**src/rtl/mem_arbiter.sv**
```systemverilog
// Arbitrates instruction-fetch and data requests onto one memory port, with timeout abort.
// Define ARB_ROUND_ROBIN_EN to alternate winners on collisions instead of fixed data-first priority.
module mem_arbiter #(
    parameter int unsigned TIMEOUT = 16
) (
    input  logic        clk,
    input  logic        rst,
    input  logic        if_req,
    input  logic [31:0] if_addr,
    output logic        if_gnt,
    output logic        if_valid,
    output logic        if_err,
    output logic [31:0] if_rdata,
    input  logic        dm_req,
    input  logic        dm_we,
    input  logic [31:0] dm_addr,
    input  logic [31:0] dm_wdata,
    output logic        dm_gnt,
    output logic        dm_valid,
    output logic        dm_err,
    output logic [31:0] dm_rdata,
    output logic        mem_en,
    output logic        mem_we,
    output logic [31:0] mem_addr,
    output logic [31:0] mem_wdata,
    input  logic        mem_ready,
    input  logic [31:0] mem_rdata,
    output logic        busy
);
    localparam int unsigned CNT_W = 8;

    typedef enum logic [1:0] {IDLE, ACCESS, RESP} state_t;

    state_t           state, state_d;
    logic [CNT_W-1:0] wait_cnt, wait_cnt_d;
    logic             owner_dm, owner_dm_d;
    logic             pick_dm;
    logic             if_gnt_d, if_valid_d, if_err_d;
    logic             dm_gnt_d, dm_valid_d, dm_err_d;
    logic [31:0]      if_rdata_d, dm_rdata_d;
    logic             mem_en_d, mem_we_d;
    logic [31:0]      mem_addr_d, mem_wdata_d;
    logic             busy_d;

    // Collision winner; owner_dm doubles as the last-granted flag for round robin.
`ifdef ARB_ROUND_ROBIN_EN
    assign pick_dm = dm_req & (~if_req | ~owner_dm);
`else
    assign pick_dm = dm_req;
`endif

    always_comb begin
        state_d     = state;
        wait_cnt_d  = wait_cnt;
        owner_dm_d  = owner_dm;
        if_gnt_d    = 1'b0;
        if_valid_d  = 1'b0;
        if_err_d    = 1'b0;
        dm_gnt_d    = 1'b0;
        dm_valid_d  = 1'b0;
        dm_err_d    = 1'b0;
        if_rdata_d  = if_rdata;
        dm_rdata_d  = dm_rdata;
        mem_en_d    = 1'b0;
        mem_we_d    = 1'b0;
        mem_addr_d  = mem_addr;
        mem_wdata_d = mem_wdata;

        case (state)
            IDLE: begin
                if (if_req || dm_req) begin
                    state_d    = ACCESS;
                    wait_cnt_d = '0;
                    owner_dm_d = pick_dm;
                    mem_en_d   = 1'b1;
                    if (pick_dm) begin
                        dm_gnt_d    = 1'b1;
                        mem_we_d    = dm_we;
                        mem_addr_d  = dm_addr;
                        mem_wdata_d = dm_wdata;
                    end else begin
                        if_gnt_d    = 1'b1;
                        mem_addr_d  = if_addr;
                        mem_wdata_d = '0;
                    end
                end
            end
            ACCESS: begin
                if (!mem_ready) begin
                    wait_cnt_d = wait_cnt + CNT_W'(1);
                end
                if (mem_ready) begin
                    state_d = RESP;
                    if (owner_dm) begin
                        dm_valid_d = 1'b1;
                        if (!mem_we) begin
                            dm_rdata_d = mem_rdata;
                        end
                    end else begin
                        if_valid_d = 1'b1;
                        if_rdata_d = mem_rdata;
                    end
                end else if (wait_cnt_d == CNT_W'(TIMEOUT)) begin
                    state_d = RESP;
                    if (owner_dm) begin
                        dm_valid_d = 1'b1;
                        dm_err_d   = 1'b1;
                    end else begin
                        if_valid_d = 1'b1;
                        if_err_d   = 1'b1;
                    end
                end else begin
                    mem_en_d = 1'b1;
                    mem_we_d = mem_we;
                end
            end
            RESP: begin
                state_d = IDLE;
            end
            default: begin
                state_d = IDLE;
            end
        endcase

        busy_d = (state_d != IDLE);
    end

    // State and registered outputs; reset aborts any access in flight.
    always_ff @(posedge clk or negedge rst) begin
        if (!rst) begin
            state     <= IDLE;
            wait_cnt  <= '0;
            owner_dm  <= 1'b0;
            if_gnt    <= 1'b0;
            if_valid  <= 1'b0;
            if_err    <= 1'b0;
            if_rdata  <= '0;
            dm_gnt    <= 1'b0;
            dm_valid  <= 1'b0;
            dm_err    <= 1'b0;
            dm_rdata  <= '0;
            mem_en    <= 1'b0;
            mem_we    <= 1'b0;
            mem_addr  <= '0;
            mem_wdata <= '0;
            busy      <= 1'b0;
        end else begin
            state     <= state_d;
            wait_cnt  <= wait_cnt_d;
            owner_dm  <= owner_dm_d;
            if_gnt    <= if_gnt_d;
            if_valid  <= if_valid_d;
            if_err    <= if_err_d;
            if_rdata  <= if_rdata_d;
            dm_gnt    <= dm_gnt_d;
            dm_valid  <= dm_valid_d;
            dm_err    <= dm_err_d;
            dm_rdata  <= dm_rdata_d;
            mem_en    <= mem_en_d;
            mem_we    <= mem_we_d;
            mem_addr  <= mem_addr_d;
            mem_wdata <= mem_wdata_d;
            busy      <= busy_d;
        end
    end

endmodule

```
**config.mk**
```make
export PLATFORM = sky130hd
export DESIGN_NAME = mem_arbiter
export DESIGN_NICKNAME = d
export VERILOG_FILES = /design/src/rtl/mem_arbiter.sv
export SDC_FILE = /design/constraint.sdc
export NUM_CORES = 1
export LEC_CHECK = 0
export CORE_ASPECT_RATIO = 0.6
export CORE_MARGIN = 3
export CORE_UTILIZATION = 42
export DETAILED_ROUTE_END_ITERATION = 8
export GPL_ROUTABILITY_DRIVEN = 0
export PLACE_DENSITY = 0.8
export SLEW_MARGIN = 10
export SYNTH_ARGS = -nofsm -noshare
export SYNTH_HDL_FRONTEND = slang
export SYNTH_SLANG_ARGS = --single-unit
export TNS_END_PERCENT = 10
```
**constraint.sdc**
```tcl
create_clock -name clk -period 2.9 [get_ports clk]
set_clock_uncertainty 0.05 [all_clocks]
set_input_delay 0.435 -clock clk [delete_from_list [all_inputs] [get_ports clk]]
set_output_delay 0.435 -clock clk [all_outputs]
set_load 0.05 [all_outputs]
```
==> reports/qor.txt <==
Status -> complete, no violations
Via density -> 5.03
Max-capacitance violation count -> 0
Peak VDD IR -> 0.763 mV
Drt pass-1 iters -> 5
First-pass GRT wire length -> 26.6 mm
Post-synthesis async set-or-reset flop share -> 1.00
Post-CTS setup buffer count -> 0
Remaining antenna violation count after routing -> 0
Vias in the first global route -> 4921
Setup CP Type -> flop to primary output
Synth warn -> 0
Antenna Cells -> 0
WP depth -> 1
CP top delay family -> buffers and inverters
Setup violators final -> 0
Leak -> 4.09 nW
Pre-CTS setup slack -> 0.495 ns
Hold buffers post-CTS -> 1
Switching Fraction -> 0.463
Antenna violations before repair -> 0
Deepest clock path buffer count -> 2
Gr ovfl total -> 0
CP startpoint kind -> flop
Worst hold slack -> 0.261 ns
Mapped Nets -> 586
Net Sw Power -> 0.00606 W
Dpl cells -> 894
Die width -> 160 microns
Die area -> 15800 sq um
Crit path DAT -> 1.72 ns
Post-synthesis sequential area ratio -> 0.617
Largest fanout on the critical path -> 3
Hold Path Class -> primary input to flop
Detailed-route via count -> 4660
Hold Violations, Final -> 0
CP Data Required Time -> 2.41 ns
I/O pin cnt -> 271
# nets final -> 857
Avg Inst Size Synth -> 13.3 sq um
Top-area cell type share of the netlist area -> 0.617
Post-synth EDFFs -> 0
Final Critical Period -> 2.20 ns
Power per standard cell area -> 1370 nW/um^2
Die height -> 98.6 microns
Final setup margin -> 0.699 ns
Mapped Area -> 6000 sq um
Clock share of power -> 0.180
Initial core utilization -> 0.435
Slowest CP cell -> clkdlybuf4s50_1
WL final -> 16.6 mm
CTS buffer count -> 17
Combinational Power Share -> 0.546
Layout fillers -> 1019
# clock sinks -> 148
Most common cell after layout, fill and taps aside -> clkdlybuf4s50_1
Top cells by area, synth -> dfrtp_1, mux2_2, mux2i_1
Resized cells post-CTS -> 0
Ordered list of cells on the worst path -> clkdlybuf4s50_1
Final Core Density -> 0.693
Int Power -> 0.00702 W
Reg area -> 3700 sq um
Synth area leader -> dfrtp_1
Cells after Synth -> 451
Layout cells sized above 1 -> 0.154
Multi-input logic area -> 2150 sq um
Post-Layout Cell Count -> 927
Top_reg_cell synth -> dfrtp_1
Placeable Area -> 13800 sq um
Starting DRC count in detailed routing -> 274
GRT Util Overall -> 0.211
Synth unique cells -> 45
Fmax -> 0.454 GHz
Worst Reg-to-Reg Cells -> 4
CP peak stage delay -> 0.85 ns
CTS H-tree depth -> 4
CTS Root Buffer Type -> clkbuf_16
Final slew viol count -> 0
Most frequent cells in the layout -> clkdlybuf4s50_1, dfrtp_1, mux2_2
Final Cycle Share -> 0.759
Setup TNS -> 0 ns
DRC Markers -> 0
Clk pin slew, worst setup/hold paths -> 0.06 ns
DP HPWL -> 12.4 mm
Clock tree from TritonCTS -> yes
Hold Path Depth -> 2
Pin count of the biggest net entering global routing -> 97
Worst-Margin Slew -> 0.623 ns
Site row count -> 33
RSZ-0062 raised after global routing -> false
Sequential group share of total power -> 0.274
Routed WL per cell -> 17.9 microns
Max_slew headroom -> 0.580
Syn-to-layout area delta -> 59.2%
Clk_lat worst skew -> 0.40 ns
IO Port Bufs -> 270
Crit path buffers/inverters -> 1
Worst setup EP type -> primary output
Seq cells post-synth -> 148
[through the flow]
step                power, W  area, sq um
global placement      0.0106         8900
finish                0.0131         9550
CTS                   0.0132         9550
floorplan            0.00819         6000
global route          0.0137         9550
detailed placement    0.0108         8900
[power by group through the flow]
| stage | clock network (W) | logic (W) | registers [W] |
|---|---|---|---|
| floorplan | 0 | 0.00142 | 0.00677 |
| global placement | 0 | 0.00708 | 0.00356 |
| detailed placement | 0 | 0.00719 | 0.00360 |
| CTS | 0.00240 | 0.00721 | 0.00358 |
| global route | 0.00252 | 0.00745 | 0.00369 |
| finish | 0.00236 | 0.00715 | 0.00358 |
[cell type report]
| cell class | count | area share |
|---|---|---|
| clock inverters | 13 | 0.0206 |
| inverters | 4 | 0.00157 |
| multi-input cells | 270 | 0.225 |
| repair buffers | 281 | 0.294 |
| clock buffers | 19 | 0.0464 |
| flip-flops and latches | 148 | 0.388 |
| well taps | 192 | 0.0251 |
[path summary, 6_finish.rpt]
path,start,end,slack (ns)
min in group asynchronous,rst,mem_addr[6]$_DFFE_PN0P_,0.56
hold reg to reg,mem_addr[18]$_DFFE_PN0P_,mem_addr[18]$_DFFE_PN0P_,0.43
max in group asynchronous,rst,state[0]$_DFF_PN0_,1.47
setup / recovery,mem_we$_DFFE_PN0P_,mem_we,0.70
hold / removal,dm_req,if_gnt$_DFF_PN0_,0.26
setup reg to reg,wait_cnt[0]$_DFFE_PN0P_,if_err$_DFF_PN0_,0.89
[cells in the mapped netlist (all sizes together) (2+ instances only)]
| cell type | n |
|---|---|
| o21ai | 42 |
| nand4 | 3 |
| nor4 | 2 |
| nor2 | 9 |
| clkbuf | 10 |
| xnor2 | 4 |
| nor2b | 2 |
| and4 | 3 |
| inv | 4 |
| dfrtp | 148 |
| nand2b | 2 |
| nand3 | 5 |
| o22ai | 3 |
| a21oi | 4 |
| mux2 | 64 |
| buf | 19 |
| nor3 | 2 |
| a22o | 33 |
| nand4b | 2 |
| o31ai | 3 |
| nand2 | 40 |
| and2 | 2 |
| mux2i | 33 |
[layer usage]
layer  vias up  global-route usage  routed length (microns)
met3        27              0.0710                     1210
met4         0              0.0647                      315
li1       2169                   -                        -
met5         -                   0                        0
met1      2275               0.259                     6910
met2       189               0.358                     8160
[sequential cells by signal, summed over array words and instances, names as in the netlist, 2 cells and up]
name and flops:
dm_rdata 32, if_rdata 32, mem_addr 32, mem_wdata 32
wait_cnt 8, state 2
[logic make-up after synthesis]
kind of cell,Yosys count,synth area share
fa+ha+maj,1,0.00208
xor+xnor,5,0.00855
flops,148,0.617
compound gates,92,0.105
mux,97,0.175
simple gates,75,0.0634
buf+inv,33,0.0288
Power figures use the tool's default switching activity.
